===== config.mk =====
export PLATFORM = sky130hd
export DESIGN_NAME = cntr8_ctrl_flat
export DESIGN_NICKNAME = d
export VERILOG_FILES = /design/src/rtl/cntr8_pkg.sv /design/src/rtl/cntr8_ctrl_if.sv /design/src/rtl/cntr8_ctrl_cmd_fifo2.sv /design/src/rtl/cntr8_ctrl.sv /design/src/flat_wrapper.sv
export SDC_FILE = /design/constraint.sdc
export NUM_CORES = 1
export LEC_CHECK = 0
export ABC_AREA = 1
export CORE_UTILIZATION = 60
export DETAILED_ROUTE_END_ITERATION = 12
export DONT_BUFFER_PORTS = 1
export MAX_ROUTING_LAYER = met4
export PLACE_DENSITY = 0.77
export SYNTH_ARGS = -nofsm -noshare
export SYNTH_HDL_FRONTEND = slang
export SYNTH_SLANG_ARGS = --single-unit
export TNS_END_PERCENT = 20

===== constraint.sdc =====
create_clock -name clk -period 1.85 [get_ports clk]
set_input_delay 0 -clock clk [delete_from_list [all_inputs] [get_ports clk]]
set_output_delay 0 -clock clk [all_outputs]
set_load 0.005 [all_outputs]

===== src/rtl/cntr8_pkg.sv =====
// -----------------------------------------------------------------------------
// cntr8_pkg
// Shared definitions for the 8-bit counter controller and the counter's
// output-logic stage.
//   - cntr_state_e : counter state encodings (IDLE..DEC2), 3 bits
//   - cntr_op_e    : command op codes (CLEAR/LOAD/INC/DEC), 2 bits
//   - exec_state_e : executor FSM states (FREE/RUN)
//   - step_count / step_wraps / next_phase : single-step helpers
// -----------------------------------------------------------------------------
package cntr8_pkg;

    localparam int CNT_W = 8;
    localparam int OP_W  = 2;
    localparam int ST_W  = 3;

    // Encodings are fixed: the downstream output-logic stage decodes them.
    // 3'b110 and 3'b111 are never driven.
    typedef enum logic [ST_W-1:0] {
        ST_IDLE = 3'b000,
        ST_LOAD = 3'b001,
        ST_INC  = 3'b010,
        ST_INC2 = 3'b011,
        ST_DEC  = 3'b100,
        ST_DEC2 = 3'b101
    } cntr_state_e;

    typedef enum logic [OP_W-1:0] {
        OP_CLEAR = 2'b00,
        OP_LOAD  = 2'b01,
        OP_INC   = 2'b10,
        OP_DEC   = 2'b11
    } cntr_op_e;

    typedef enum logic {
        EX_FREE = 1'b0,
        EX_RUN  = 1'b1
    } exec_state_e;

    // One counting step, modulo 2^CNT_W.
    function automatic logic [CNT_W-1:0] step_count(input logic [CNT_W-1:0] c,
                                                    input logic             dec);
        return dec ? (c - CNT_W'(1)) : (c + CNT_W'(1));
    endfunction

    // True when the step taken from value c crosses the modulus boundary.
    function automatic logic step_wraps(input logic [CNT_W-1:0] c,
                                        input logic             dec);
        return dec ? (c == '0) : (c == '1);
    endfunction

    // Phase alternation within a run: INC,INC2,INC,... or DEC,DEC2,DEC,...
    function automatic cntr_state_e next_phase(input cntr_state_e s,
                                               input logic        dec);
        if (dec)
            return (s == ST_DEC) ? ST_DEC2 : ST_DEC;
        else
            return (s == ST_INC) ? ST_INC2 : ST_INC;
    endfunction

endpackage


===== src/rtl/cntr8_ctrl_if.sv =====
// -----------------------------------------------------------------------------
// cntr8_ctrl_if
// Command channel into the counter controller (valid/ready handshake).
//   cmd_valid : command present            (master -> slave)
//   cmd_ready : controller can accept      (slave  -> master)
//   cmd_op    : 00 CLEAR, 01 LOAD, 10 INC, 11 DEC
//   cmd_data  : load value (LOAD only)
//   cmd_len   : step count for INC/DEC, 0 encodes 2^LEN_W
// Modports: master (command source), slave (controller).
// -----------------------------------------------------------------------------
interface cntr8_ctrl_if
    import cntr8_pkg::*;
#(
    parameter int LEN_W = 4
) ();

    logic             cmd_valid;
    logic             cmd_ready;
    logic [OP_W-1:0]  cmd_op;
    logic [CNT_W-1:0] cmd_data;
    logic [LEN_W-1:0] cmd_len;

    modport master (
        output cmd_valid,
        output cmd_op,
        output cmd_data,
        output cmd_len,
        input  cmd_ready
    );

    modport slave (
        input  cmd_valid,
        input  cmd_op,
        input  cmd_data,
        input  cmd_len,
        output cmd_ready
    );

endinterface


===== src/rtl/cntr8_ctrl_cmd_fifo2.sv =====
// -----------------------------------------------------------------------------
// cmd_fifo2
// Small synchronous FIFO holding packed {op, data, len} commands.
//   clk, reset : clock, asynchronous active-high reset (flushes contents)
//   push       : write wr_data at the tail (ignored when full)
//   pop        : drop the head entry (ignored when empty)
//   wr_data    : entry to write
//   rd_data    : head entry (valid while !empty)
//   full/empty : occupancy flags, derived from the registered level
// -----------------------------------------------------------------------------
module cmd_fifo2 #(
    parameter int DEPTH = 2,
    parameter int W     = 14
) (
    input  logic         clk,
    input  logic         reset,
    input  logic         push,
    input  logic         pop,
    input  logic [W-1:0] wr_data,
    output logic [W-1:0] rd_data,
    output logic         full,
    output logic         empty
);

    localparam int PTR_W = (DEPTH > 1) ? $clog2(DEPTH) : 1;
    localparam int LVL_W = $clog2(DEPTH + 1);

    logic [W-1:0]     mem [DEPTH];
    logic [PTR_W-1:0] wr_ptr;
    logic [PTR_W-1:0] rd_ptr;
    logic [LVL_W-1:0] level;

    logic do_push;
    logic do_pop;

    // A push is refused whenever the queue is full, even if the head is
    // popped on the same edge; the source sees cmd_ready low that cycle.
    assign do_push = push && !full;
    assign do_pop  = pop  && !empty;

    assign full    = (level == LVL_W'(DEPTH));
    assign empty   = (level == '0);
    assign rd_data = mem[rd_ptr];

    function automatic logic [PTR_W-1:0] ptr_inc(input logic [PTR_W-1:0] p);
        return (p == PTR_W'(DEPTH - 1)) ? '0 : (p + PTR_W'(1));
    endfunction

    // Storage needs no reset: entries are only observed while level > 0.
    always_ff @(posedge clk) begin
        if (do_push)
            mem[wr_ptr] <= wr_data;
    end

    always_ff @(posedge clk or posedge reset) begin
        if (reset) begin
            wr_ptr <= '0;
            rd_ptr <= '0;
            level  <= '0;
        end else begin
            if (do_push)
                wr_ptr <= ptr_inc(wr_ptr);
            if (do_pop)
                rd_ptr <= ptr_inc(rd_ptr);
            case ({do_push, do_pop})
                2'b10:   level <= level + LVL_W'(1);
                2'b01:   level <= level - LVL_W'(1);
                default: level <= level;
            endcase
        end
    end

endmodule


===== src/rtl/cntr8_ctrl.sv =====
// -----------------------------------------------------------------------------
// cntr8_ctrl
// Command-driven controller for the 8-bit counter datapath. Commands arrive
// over a valid/ready channel, are queued in a 2-entry FIFO and executed one
// step per clock, producing the registered state/d_in pair for the counter's
// output-logic stage. A shadow copy of the count drives wrap detection and
// the idle re-hold (state LOAD with d_in = count).
//   clk    : clock, rising edge
//   reset  : asynchronous active-high reset
//   cmd    : command channel (slave modport of cntr8_ctrl_if)
//   state  : registered counter state (cntr_state_e encoding)
//   d_in   : registered load value presented with state
//   count  : shadow count, equal to the downstream counter value
//   wrap   : one-cycle pulse on the step that wraps FF->00 or 00->FF
//   busy   : a command step is presented or the queue is non-empty
// -----------------------------------------------------------------------------
module cntr8_ctrl
    import cntr8_pkg::*;
#(
    parameter int DEPTH = 2,    // fixed at 2 for this revision
    parameter int LEN_W = 4
) (
    input  logic             clk,
    input  logic             reset,
    cntr8_ctrl_if.slave      cmd,
    output logic [ST_W-1:0]  state,
    output logic [CNT_W-1:0] d_in,
    output logic [CNT_W-1:0] count,
    output logic             wrap,
    output logic             busy
);

    localparam int ENT_W = OP_W + CNT_W + LEN_W;

    // ---------------------------------------------------------------
    // Command queue
    // ---------------------------------------------------------------
    logic             fifo_push;
    logic             fifo_pop;
    logic             fifo_full;
    logic             fifo_empty;
    logic [ENT_W-1:0] fifo_wr;
    logic [ENT_W-1:0] fifo_head;

    cntr_op_e         head_op;
    logic [CNT_W-1:0] head_data;
    logic [LEN_W-1:0] head_len;

    assign fifo_push = cmd.cmd_valid;
    assign fifo_wr   = {cmd.cmd_op, cmd.cmd_data, cmd.cmd_len};

    assign head_op   = cntr_op_e'(fifo_head[ENT_W-1 -: OP_W]);
    assign head_data = fifo_head[LEN_W +: CNT_W];
    assign head_len  = fifo_head[LEN_W-1:0];

    cmd_fifo2 #(
        .DEPTH (DEPTH),
        .W     (ENT_W)
    ) u_fifo (
        .clk     (clk),
        .reset   (reset),
        .push    (fifo_push),
        .pop     (fifo_pop),
        .wr_data (fifo_wr),
        .rd_data (fifo_head),
        .full    (fifo_full),
        .empty   (fifo_empty)
    );

    // ---------------------------------------------------------------
    // Executor registers
    // ---------------------------------------------------------------
    exec_state_e      ex_q,    ex_d;
    logic [LEN_W-1:0] rem_q,   rem_d;     // steps still to run after this one
    logic             dec_q,   dec_d;     // current run counts down
    cntr_state_e      state_q, state_d;
    logic [CNT_W-1:0] d_in_q,  d_in_d;
    logic [CNT_W-1:0] cnt_q,   cnt_d;
    logic             wrap_q,  wrap_d;
    logic             busy_q,  busy_d;

    // State register
    always_ff @(posedge clk or posedge reset) begin
        if (reset) begin
            ex_q    <= EX_FREE;
            rem_q   <= '0;
            dec_q   <= 1'b0;
            state_q <= ST_IDLE;
            d_in_q  <= '0;
            cnt_q   <= '0;
            wrap_q  <= 1'b0;
            busy_q  <= 1'b0;
        end else begin
            ex_q    <= ex_d;
            rem_q   <= rem_d;
            dec_q   <= dec_d;
            state_q <= state_d;
            d_in_q  <= d_in_d;
            cnt_q   <= cnt_d;
            wrap_q  <= wrap_d;
            busy_q  <= busy_d;
        end
    end

    // Next-state logic.
    // The first step of a popped command is registered on the pop edge itself,
    // and the executor returns to FREE on the edge of the last step, so a
    // queued command follows with no hold cycle in between.
    always_comb begin
        ex_d     = ex_q;
        rem_d    = rem_q;
        dec_d    = dec_q;
        state_d  = state_q;
        d_in_d   = d_in_q;
        cnt_d    = cnt_q;
        wrap_d   = 1'b0;
        fifo_pop = 1'b0;

        case (ex_q)
            EX_RUN: begin
                state_d = next_phase(state_q, dec_q);
                cnt_d   = step_count(cnt_q, dec_q);
                wrap_d  = step_wraps(cnt_q, dec_q);
                rem_d   = rem_q - LEN_W'(1);
                if (rem_q == LEN_W'(1))
                    ex_d = EX_FREE;
            end

            EX_FREE: begin
                if (!fifo_empty) begin
                    fifo_pop = 1'b1;
                    case (head_op)
                        OP_CLEAR: begin
                            state_d = ST_IDLE;
                            cnt_d   = '0;
                        end
                        OP_LOAD: begin
                            state_d = ST_LOAD;
                            d_in_d  = head_data;
                            cnt_d   = head_data;
                        end
                        OP_INC, OP_DEC: begin
                            dec_d   = (head_op == OP_DEC);
                            state_d = (head_op == OP_DEC) ? ST_DEC : ST_INC;
                            cnt_d   = step_count(cnt_q, head_op == OP_DEC);
                            wrap_d  = step_wraps(cnt_q, head_op == OP_DEC);
                            // len 0 encodes 2^LEN_W; the modular subtract
                            // yields the correct remaining count for it too.
                            rem_d   = head_len - LEN_W'(1);
                            if (rem_d != '0)
                                ex_d = EX_RUN;
                        end
                    endcase
                end else begin
                    // Idle re-hold keeps the downstream value unchanged.
                    state_d = ST_LOAD;
                    d_in_d  = cnt_q;
                end
            end
        endcase

        // Non-empty queue while FREE always pops, so this covers both a step
        // being presented and entries remaining after the edge.
        busy_d = (ex_q == EX_RUN) || !fifo_empty || (fifo_push && !fifo_full);
    end

    // Output logic
    always_comb begin
        cmd.cmd_ready = !fifo_full;
        state         = state_q;
        d_in          = d_in_q;
        count         = cnt_q;
        wrap          = wrap_q;
        busy          = busy_q;
    end

endmodule


===== src/flat_wrapper.sv =====
// flat-port wrapper written by rule: the top's interface ports become plain ports
module cntr8_ctrl_flat import cntr8_pkg::*;
#(
    parameter int DEPTH = 2,                                   
    parameter int LEN_W = 4
)
  (clk, reset, state, d_in, count, wrap, busy, cmd_cmd_valid, cmd_cmd_op, cmd_cmd_data, cmd_cmd_len, cmd_cmd_ready);
  cntr8_ctrl_if #(.LEN_W(LEN_W)) cmd_i ();
  input  logic clk;
  input  logic reset;
  output logic [ST_W-1:0] state;
  output logic [CNT_W-1:0] d_in;
  output logic [CNT_W-1:0] count;
  output logic wrap;
  output logic busy;
  input wire logic [$bits(cmd_i.cmd_valid)-1:0] cmd_cmd_valid;
  input wire logic [$bits(cmd_i.cmd_op)-1:0] cmd_cmd_op;
  input wire logic [$bits(cmd_i.cmd_data)-1:0] cmd_cmd_data;
  input wire logic [$bits(cmd_i.cmd_len)-1:0] cmd_cmd_len;
  output wire logic [$bits(cmd_i.cmd_ready)-1:0] cmd_cmd_ready;
  assign cmd_i.cmd_valid = cmd_cmd_valid;
  assign cmd_i.cmd_op = cmd_cmd_op;
  assign cmd_i.cmd_data = cmd_cmd_data;
  assign cmd_i.cmd_len = cmd_cmd_len;
  assign cmd_cmd_ready = cmd_i.cmd_ready;
  cntr8_ctrl #(.DEPTH(DEPTH), .LEN_W(LEN_W)) u_core (.clk(clk), .reset(reset), .cmd(cmd_i), .state(state), .d_in(d_in), .count(count), .wrap(wrap), .busy(busy));
endmodule

== After elaboration in Yosys (flattened, before gate mapping) ==
Memory sizes are Yosys's and may differ from the RTL's.
Cells that the tools add are included.

* Add/sub/neg operators: 8
* Multipliers: 0
* Div/mod/pow operators: 0
* Order comparisons: 0
* Equality and inequality tests: 12
* Shifts and indexed selects: 0
* Mux-type cells: 34
* Bitwise operators: 2
* Reductions and logical operators: 16

{| class="wikitable"
|+ Operators with widths
! cell !! count
|-
| 8-bit two-way mux || 5
|-
| 8-bit one-hot mux with 3 select lines || 1
|-
| 1-bit two-way mux || 16
|-
| 8-bit one-hot mux with 2 select lines || 1
|-
| 3-bit two-way mux || 3
|-
| 3-bit one-hot mux with 3 select lines || 1
|-
| 8-bit by 1-bit adder with 8-bit output, second input constant || 1
|-
| 2-bit == test, second input constant || 4
|-
| 8-bit == test, second input constant || 1
|-
| 8-bit zero test || 1
|-
| 4-bit two-way mux || 2
|-
| 4-bit one-hot mux with 2 select lines || 1
|-
| 4-bit by 1-bit subtractor with 4-bit output, second input constant || 2
|-
| 8-bit by 1-bit subtractor with 8-bit output, second input constant || 1
|-
| 3-bit one-hot mux with 2 select lines || 1
|-
| 2-bit by 1-bit == test with 1-bit output, second input constant || 2
|-
| 4-bit by 1-bit == test with 1-bit output, second input constant || 1
|-
| 2-bit zero test || 2
|-
| 2-bit != test, second input constant || 2
|-
| 1-bit one-hot mux with 2 select lines || 2
|-
| 2-bit one-hot mux with 2 select lines || 1
|-
| 2-bit AND reduction || 2
|-
| 2-bit nonzero test || 2
|-
| 4-bit nonzero test || 1
|-
| other kinds (11) || 16
|}

* Register bits: 31
* Bits in latches: 0
* Memory bits (writable): 28
* ROM bits: 0
* Input port bits: 17
* Output and inout port bits: 22
* Logic and storage cells: 84
* Memories: 1

{| class="wikitable"
|+ Memories
! name !! words !! bits a word !! rd ports !! clocked after Yosys merged registers in !! write ports !! line !! text
|-
| u_core.u_fifo.mem || 2 || 14 || 1 || 0 || 1 || cntr8_ctrl_cmd_fifo2.sv:28 || <nowiki>logic [W-1:0] mem [DEPTH];</nowiki>
|}

== Logic depth before layout (Yosys ltp) ==
An unclocked memory read counts as a cell.

* Depth in word-level cells: 7
* Depth in mapped cells: 10
* Mapped depth without buffers: 9

== Modules after synthesis ==
Synthesis repeated with hierarchy kept, for this count alone.

* Cell total of the unflattened synthesis: 350
* Area, all modules: 3081.7 um2

{| class="wikitable"
|+ Modules (own cells, without submodules)
! module !! times used !! cells each !! area each (um2) !! seq. area each (um2)
|-
| cntr8_ctrl || 1 || 244 || 1798.0 || 675.6
|-
| cmd_fifo2 || 1 || 106 || 1283.7 || 940.9
|}

== Worst setup path after synthesis ==
No wires, ideal clock.

* Path kind: reg-to-reg
* Start point: register u_core.u_fifo.level[1]
* End point: memory u_core.u_fifo.mem[1][0], enable pin
* Library setup time: 0.386 ns
* Data arrival time: 1.342 ns
* Data required time: 1.464 ns
* Path slack: 0.122 ns
* Stages on the path, launching flop included: 5
* Path buffers: 0
* Period minus slack after synthesis: 1.728 ns
* Cells stage by stage: dfrtp_1 inv_1 or2_2 nand2_1 nor2_1

* Longest elaborated chain between the ends: 5

{| class="wikitable"
|+ RTL lines
! element !! line !! text
|-
| start: declaration || cntr8_ctrl_cmd_fifo2.sv:31 || <nowiki>logic [LVL_W-1:0] level;</nowiki>
|-
| start signal: assignment || cntr8_ctrl_cmd_fifo2.sv:66 || <nowiki>2'b10: level <= level + LVL_W'(1);</nowiki>
|-
| start signal: assignment || cntr8_ctrl_cmd_fifo2.sv:67 || <nowiki>2'b01: level <= level - LVL_W'(1);</nowiki>
|-
| start signal: assignment || cntr8_ctrl_cmd_fifo2.sv:68 || <nowiki>default: level <= level;</nowiki>
|-
| 2-bit == test || cntr8_ctrl_cmd_fifo2.sv:41 || <nowiki>assign full = (level == LVL_W'(DEPTH));</nowiki>
|-
| 1-bit zero test || n/a ||
|-
| named net cmd_cmd_ready || flat_wrapper.sv:20 || <nowiki>output wire logic [$bits(cmd_i.cmd_ready)-1:0] cmd_cmd_ready;</nowiki>
|-
| 1-bit logical AND || cntr8_ctrl_cmd_fifo2.sv:38 || <nowiki>assign do_push = push && !full;</nowiki>
|-
| 1-bit two-way mux || cntr8_ctrl_cmd_fifo2.sv:51 || <nowiki>if (do_push)</nowiki>
|-
| 1-bit two-way mux (implied by the code) || cntr8_ctrl_cmd_fifo2.sv:52 || <nowiki>mem[wr_ptr] <= wr_data;</nowiki>
|-
| end: declaration || cntr8_ctrl_cmd_fifo2.sv:28 ||
|}

The timed path passes the listed nets, and every way through them passes these cells.

== Worst setup path in the final report ==
* Start point: register u_core.u_fifo.level[0]
* End point: register u_core.u_fifo.level[1]

* Elaborated cells on any way between the ends: 14
* Those cells by class: add/sub: 2; eq/ne: 3; mux: 3; reduce/logical: 6

{| class="wikitable"
|+ RTL lines
! element !! line !! text
|-
| 2-bit == test * || cntr8_ctrl_cmd_fifo2.sv:41 ||
|-
| 1-bit zero test * || n/a ||
|-
| named net cmd_cmd_ready || flat_wrapper.sv:20 ||
|-
| 1-bit logical AND * || cntr8_ctrl_cmd_fifo2.sv:38 ||
|-
| 2-bit by 1-bit == test with 1-bit output or 2-bit == test (tied branches) || cntr8_ctrl_cmd_fifo2.sv:65 || <nowiki>case ({do_push, do_pop})</nowiki>
|-
| 2-bit one-hot mux with 2 select lines or 2-bit nonzero test (tied branches) || n/a ||
|}

Mark *: on every way through the listed nets, which the timed path passes. The rest lies on a longest branch.
A chain may end at the register's enable or synchronous reset.

==> key figures <==
Global routing
  • Largest net degree at the start of global routing: 32
  • Vias in the first global route: approximately 2100
  • Initial antenna violation count: 0
  • All-layer global routing usage: 0.264
  • Total gr overflow: 0
  • First-pass GRT wire length: approximately 9700 um

Hold path
  • Hold crit path type: input port to async pin

Setup path
  • Kind of cell adding the most delay to the critical path: simple AND/OR/NAND/NOR gates
  • CP Capture Type: flip-flop
  • Arrival time at the worst endpoint: 1930 ps
  • Critical Path Stages: 6
  • CP max FO: 5
  • CP Class: flip-flop to flip-flop
  • CP startpoint kind: flip-flop
  • Crit-path cells: or2_2 -> nand2_1 -> ha_1 -> a21oi_1 -> o21ai_0 -> xor2_1
  • Buf/Inv on CP: 0
  • Crit-path max cell delay: between 400 and 500 ps
  • Worst reg-to-reg path cell count: 6
  • Worst path slowest cell: dfrtp_2
  • CP Data Required Time: 2070 ps

Clock tree
  • TritonCTS buffer count: 9
  • CTS tree: built
  • H-Tree Level Count: 3
  • Clk pin slew, worst setup/hold paths: ~70 ps
  • Skew-Pair Late Insertion Delay: between 300 and 400 ps
  • Post-CTS Setup Bufs: 0
  • Root buffer cell: clkbuf_8
  • CTS Buffer Depth: 2
  • Clock Sink Count: 59

Placed design
  • Detailed placement HPWL: a little under 4000 um
  • Placed instance count: roughly 400
  • I/O Buffers: 0
  • Routability cong.: 0.928

Die
  • Placeable core area: ~4800 um2
  • Die area: between 5000 and 6000 um2
  • Die Y: ~72 um
  • Row Count: 25
  • Chip Width: around 72 um
  • Initial cell density of the core: 0.624
  • # IOs: 39

Logic synthesis
  • Synthesized Nets: approximately 360
  • Synth Area in Adders: 0.0337
  • Synth warnings: 0
  • Post-synth ARST share: 0.525
  • Post-synth top cells: 100 x nand2_1, 40 x nor2_1, 37 x inv_1
  • Synth Area in Simple Gates: 0.252
  • Largest family of logic cells by synthesized area: simple AND/OR/NAND/NOR gates
  • Synth unique cells: 33
  • Number of synthesized register bits: 59
  • Synth Area in XOR/XNOR: 0.0295
  • Seq/Total Area, Yosys: 0.545
  • Yosys top cell by area: edfxtp_1
  • Synth Area in Compound Gates: 0.0734
  • Yosys top cell area share: 0.283
  • Count leader, synth: nand2_1
  • Mapped Cells: 339
  • Multiplexer share of the synthesized area: 0.00337
  • Synth area leaders: edfxtp_1 28%, dfrtp_1 26%, nand2_1 13%
  • Synthesized cell area: between 2000 and 3000 um2
  • Synth Flop Type: dfrtp_1
  • Avg Cell Area, Syn: around 8.8 um2
  • Post-synth EDFFs: 28

Finish
  • Final nets: 390
  • Number of diodes: 0
  • Fillers: roughly 360
  • Sequential Area: approximately 1600 um2
  • Area occupied by multi-input gates: roughly 1200 um2
  • Final Non-Filler Cells: 437
  • Share of cells above drive strength 1: 0.0946
  • Core Util, Final: 0.723
  • Area delta synth->final: 15.8%

Pwr
  • Peak supply drop: between 900 and 1000 uV
  • Power density cells: about 1800 nW/um2
  • Leak: roughly 1.6 nW

Route
  • DRC violations left: 0
  • Pre-antenna DRT Iters: 4
  • WL per Instance: 13.6 um
  • Detail Route Antenna Nets: 0
  • Vias per std cell: approximately 5.2
  • Iteration-0 DRC Markers: 172
  • Drt total wl: around 6000 um
  • Vias post-DR: 2266

STA
  • RSZ-0062 raised after global routing: false
  • Worst-margin pin slew: ~430 ps
  • Final period utilization: 0.921
  • Final Hold Viols: 0
  • Clk_skew: ~7.7 ps
  • Final setup viols: 0
  • Final slew viol count: 0
  • Setup TNS: 0 ps
  • Max-slew headroom: 0.713
  • Crit path time final: 1700 ps
  • Fmax achieved: 0.587 GHz

Status
  • Status: complete, no violations

Job
  • Max Cap Viol: 0
[placed cells by master, fill, tap and decap left out]
master | netlist | final
nand2_1 | 100 | 100
nand3b_1 | 2 | 2
o21ai_2 | 1 | 1
nand2_2 | 4 | 4
clkbuf_1 | 3 | 1
buf_4 | 1 | 6
o21ai_1 | 5 | 5
inv_2 | 1 | 1
nor3_1 | 3 | 3
o21ai_0 | 17 | 17
a211oi_1 | 1 | 1
edfxtp_1 | 28 | 28
dfrtp_1 | 31 | 30
a221oi_1 | 1 | 1
dfrtp_2 | 0 | 1
clkinv_2 | 0 | 2
nand4_1 | 3 | 3
a31oi_1 | 4 | 4
o21a_1 | 1 | 1
a21oi_1 | 6 | 6
nor2_1 | 40 | 40
dlygate4sd3_1 | 0 | 16
clkbuf_8 | 0 | 10
bufinv_16 | 0 | 2
nand3_1 | 17 | 17
o22ai_1 | 2 | 2
nand2_4 | 1 | 1
clkinv_1 | 1 | 1
xor2_1 | 8 | 8
clkinvlp_4 | 0 | 1
mux2i_1 | 1 | 1
xnor2_1 | 2 | 2
inv_1 | 37 | 37
nor2_4 | 3 | 3
o211ai_1 | 1 | 1
or2_2 | 3 | 3
ha_1 | 8 | 8
[state kept, by name, indices dropped and copies added, names as in the netlist]
| register | cells |
|---|---|
| u_core.u_fifo.level | 2 |
| u_core.busy | 1 |
| u_core.rem_q | 4 |
| u_core.ex_q | 1 |
| u_core.dec_q | 1 |
| u_core.wrap | 1 |
| u_core.u_fifo.wr_ptr | 1 |
| u_core.state | 3 |
| u_core.u_fifo.rd_ptr | 1 |
| u_core.u_fifo.mem | 28 |
| u_core.d_in | 8 |
| u_core.count | 8 |
[worst register-to-register path: stages, from the launching register on]
cell and delay, ps:
dfrtp_2 440, or2_2 350, nand2_1 130, ha_1 270
a21oi_1 110, o21ai_0 110, xor2_1 160
[report_power, final]
group / internal, mW / leakage, nW / switching, mW
logic: 0.909 / 0.859 / 1.63
registers: 1.88 / 0.633 / 0.432
clock network: 0.790 / 0.109 / 0.511
[layout make-up]
cell class | instances | area share
multi-input combinational | 234 | 0.339
clock inverter | 5 | 0.0226
sequential | 59 | 0.471
tap | 67 | 0.0244
inverter | 39 | 0.0426
clock buffer | 11 | 0.0412
timing repair buffer | 22 | 0.0597
[per-layer routing]
layer  up-vias  track usage  part of all wire  wire (um)
li1       1148            -                 -          -
met1      1024        0.319              0.44       2630
met2        81        0.400              0.46       2760
met3        13       0.0958             0.070        416
met4         0        0.118             0.026        156
met5         -            -                 0          0
[timing repair]
item | CTS | global route
endpoints found under the setup margin | 0 | 1
endpoints found under the hold margin | 61 | 0
resized for setup | 0 | 1
hold buffers | 16 | 0
[cell families (layout without fill, tap and decap cells)]
logic type	count (synthesis)	after routing
AO/OA/AOI/OAI	39	39
multiplexers	1	1
XOR/XNOR	10	10
adder cells (fa/ha/maj)	8	8
AND/OR/NAND/NOR	176	176
buffers and inverters	46	77
flip-flops	59	59
[through the flow]
step	setup WS (ps)	instance area (um2)	hold WS [ps]	total power, mW
final	147	3440	174	6.15
after global routing	15.5	3440	217	6.67
after CTS	138	3430	186	6.14
after detailed placement	151	3060	3.97	4.80
after global placement	211	3060	1.72	4.75
after floorplan	122	2970	98.9	4.22
[path summary, 6_finish.rpt]
path | startpoint | end | slack [ps]
worst min-delay path | reset | u_core.state[0] | 170
worst max register to register | u_core.u_fifo.level[0] | u_core.u_fifo.level[1] | 150
min in group clk | cmd_cmd_data[7] | u_core.u_fifo.mem[1][11] | 300
worst max-delay path | u_core.u_fifo.level[0] | u_core.u_fifo.level[1] | 150
worst min register to register | u_core.d_in[5] | u_core.d_in[5] | 490
max in group asynchronous | reset | u_core.u_fifo.level[0] | 1360
Note: power is estimated with default switching activity, not from simulation.
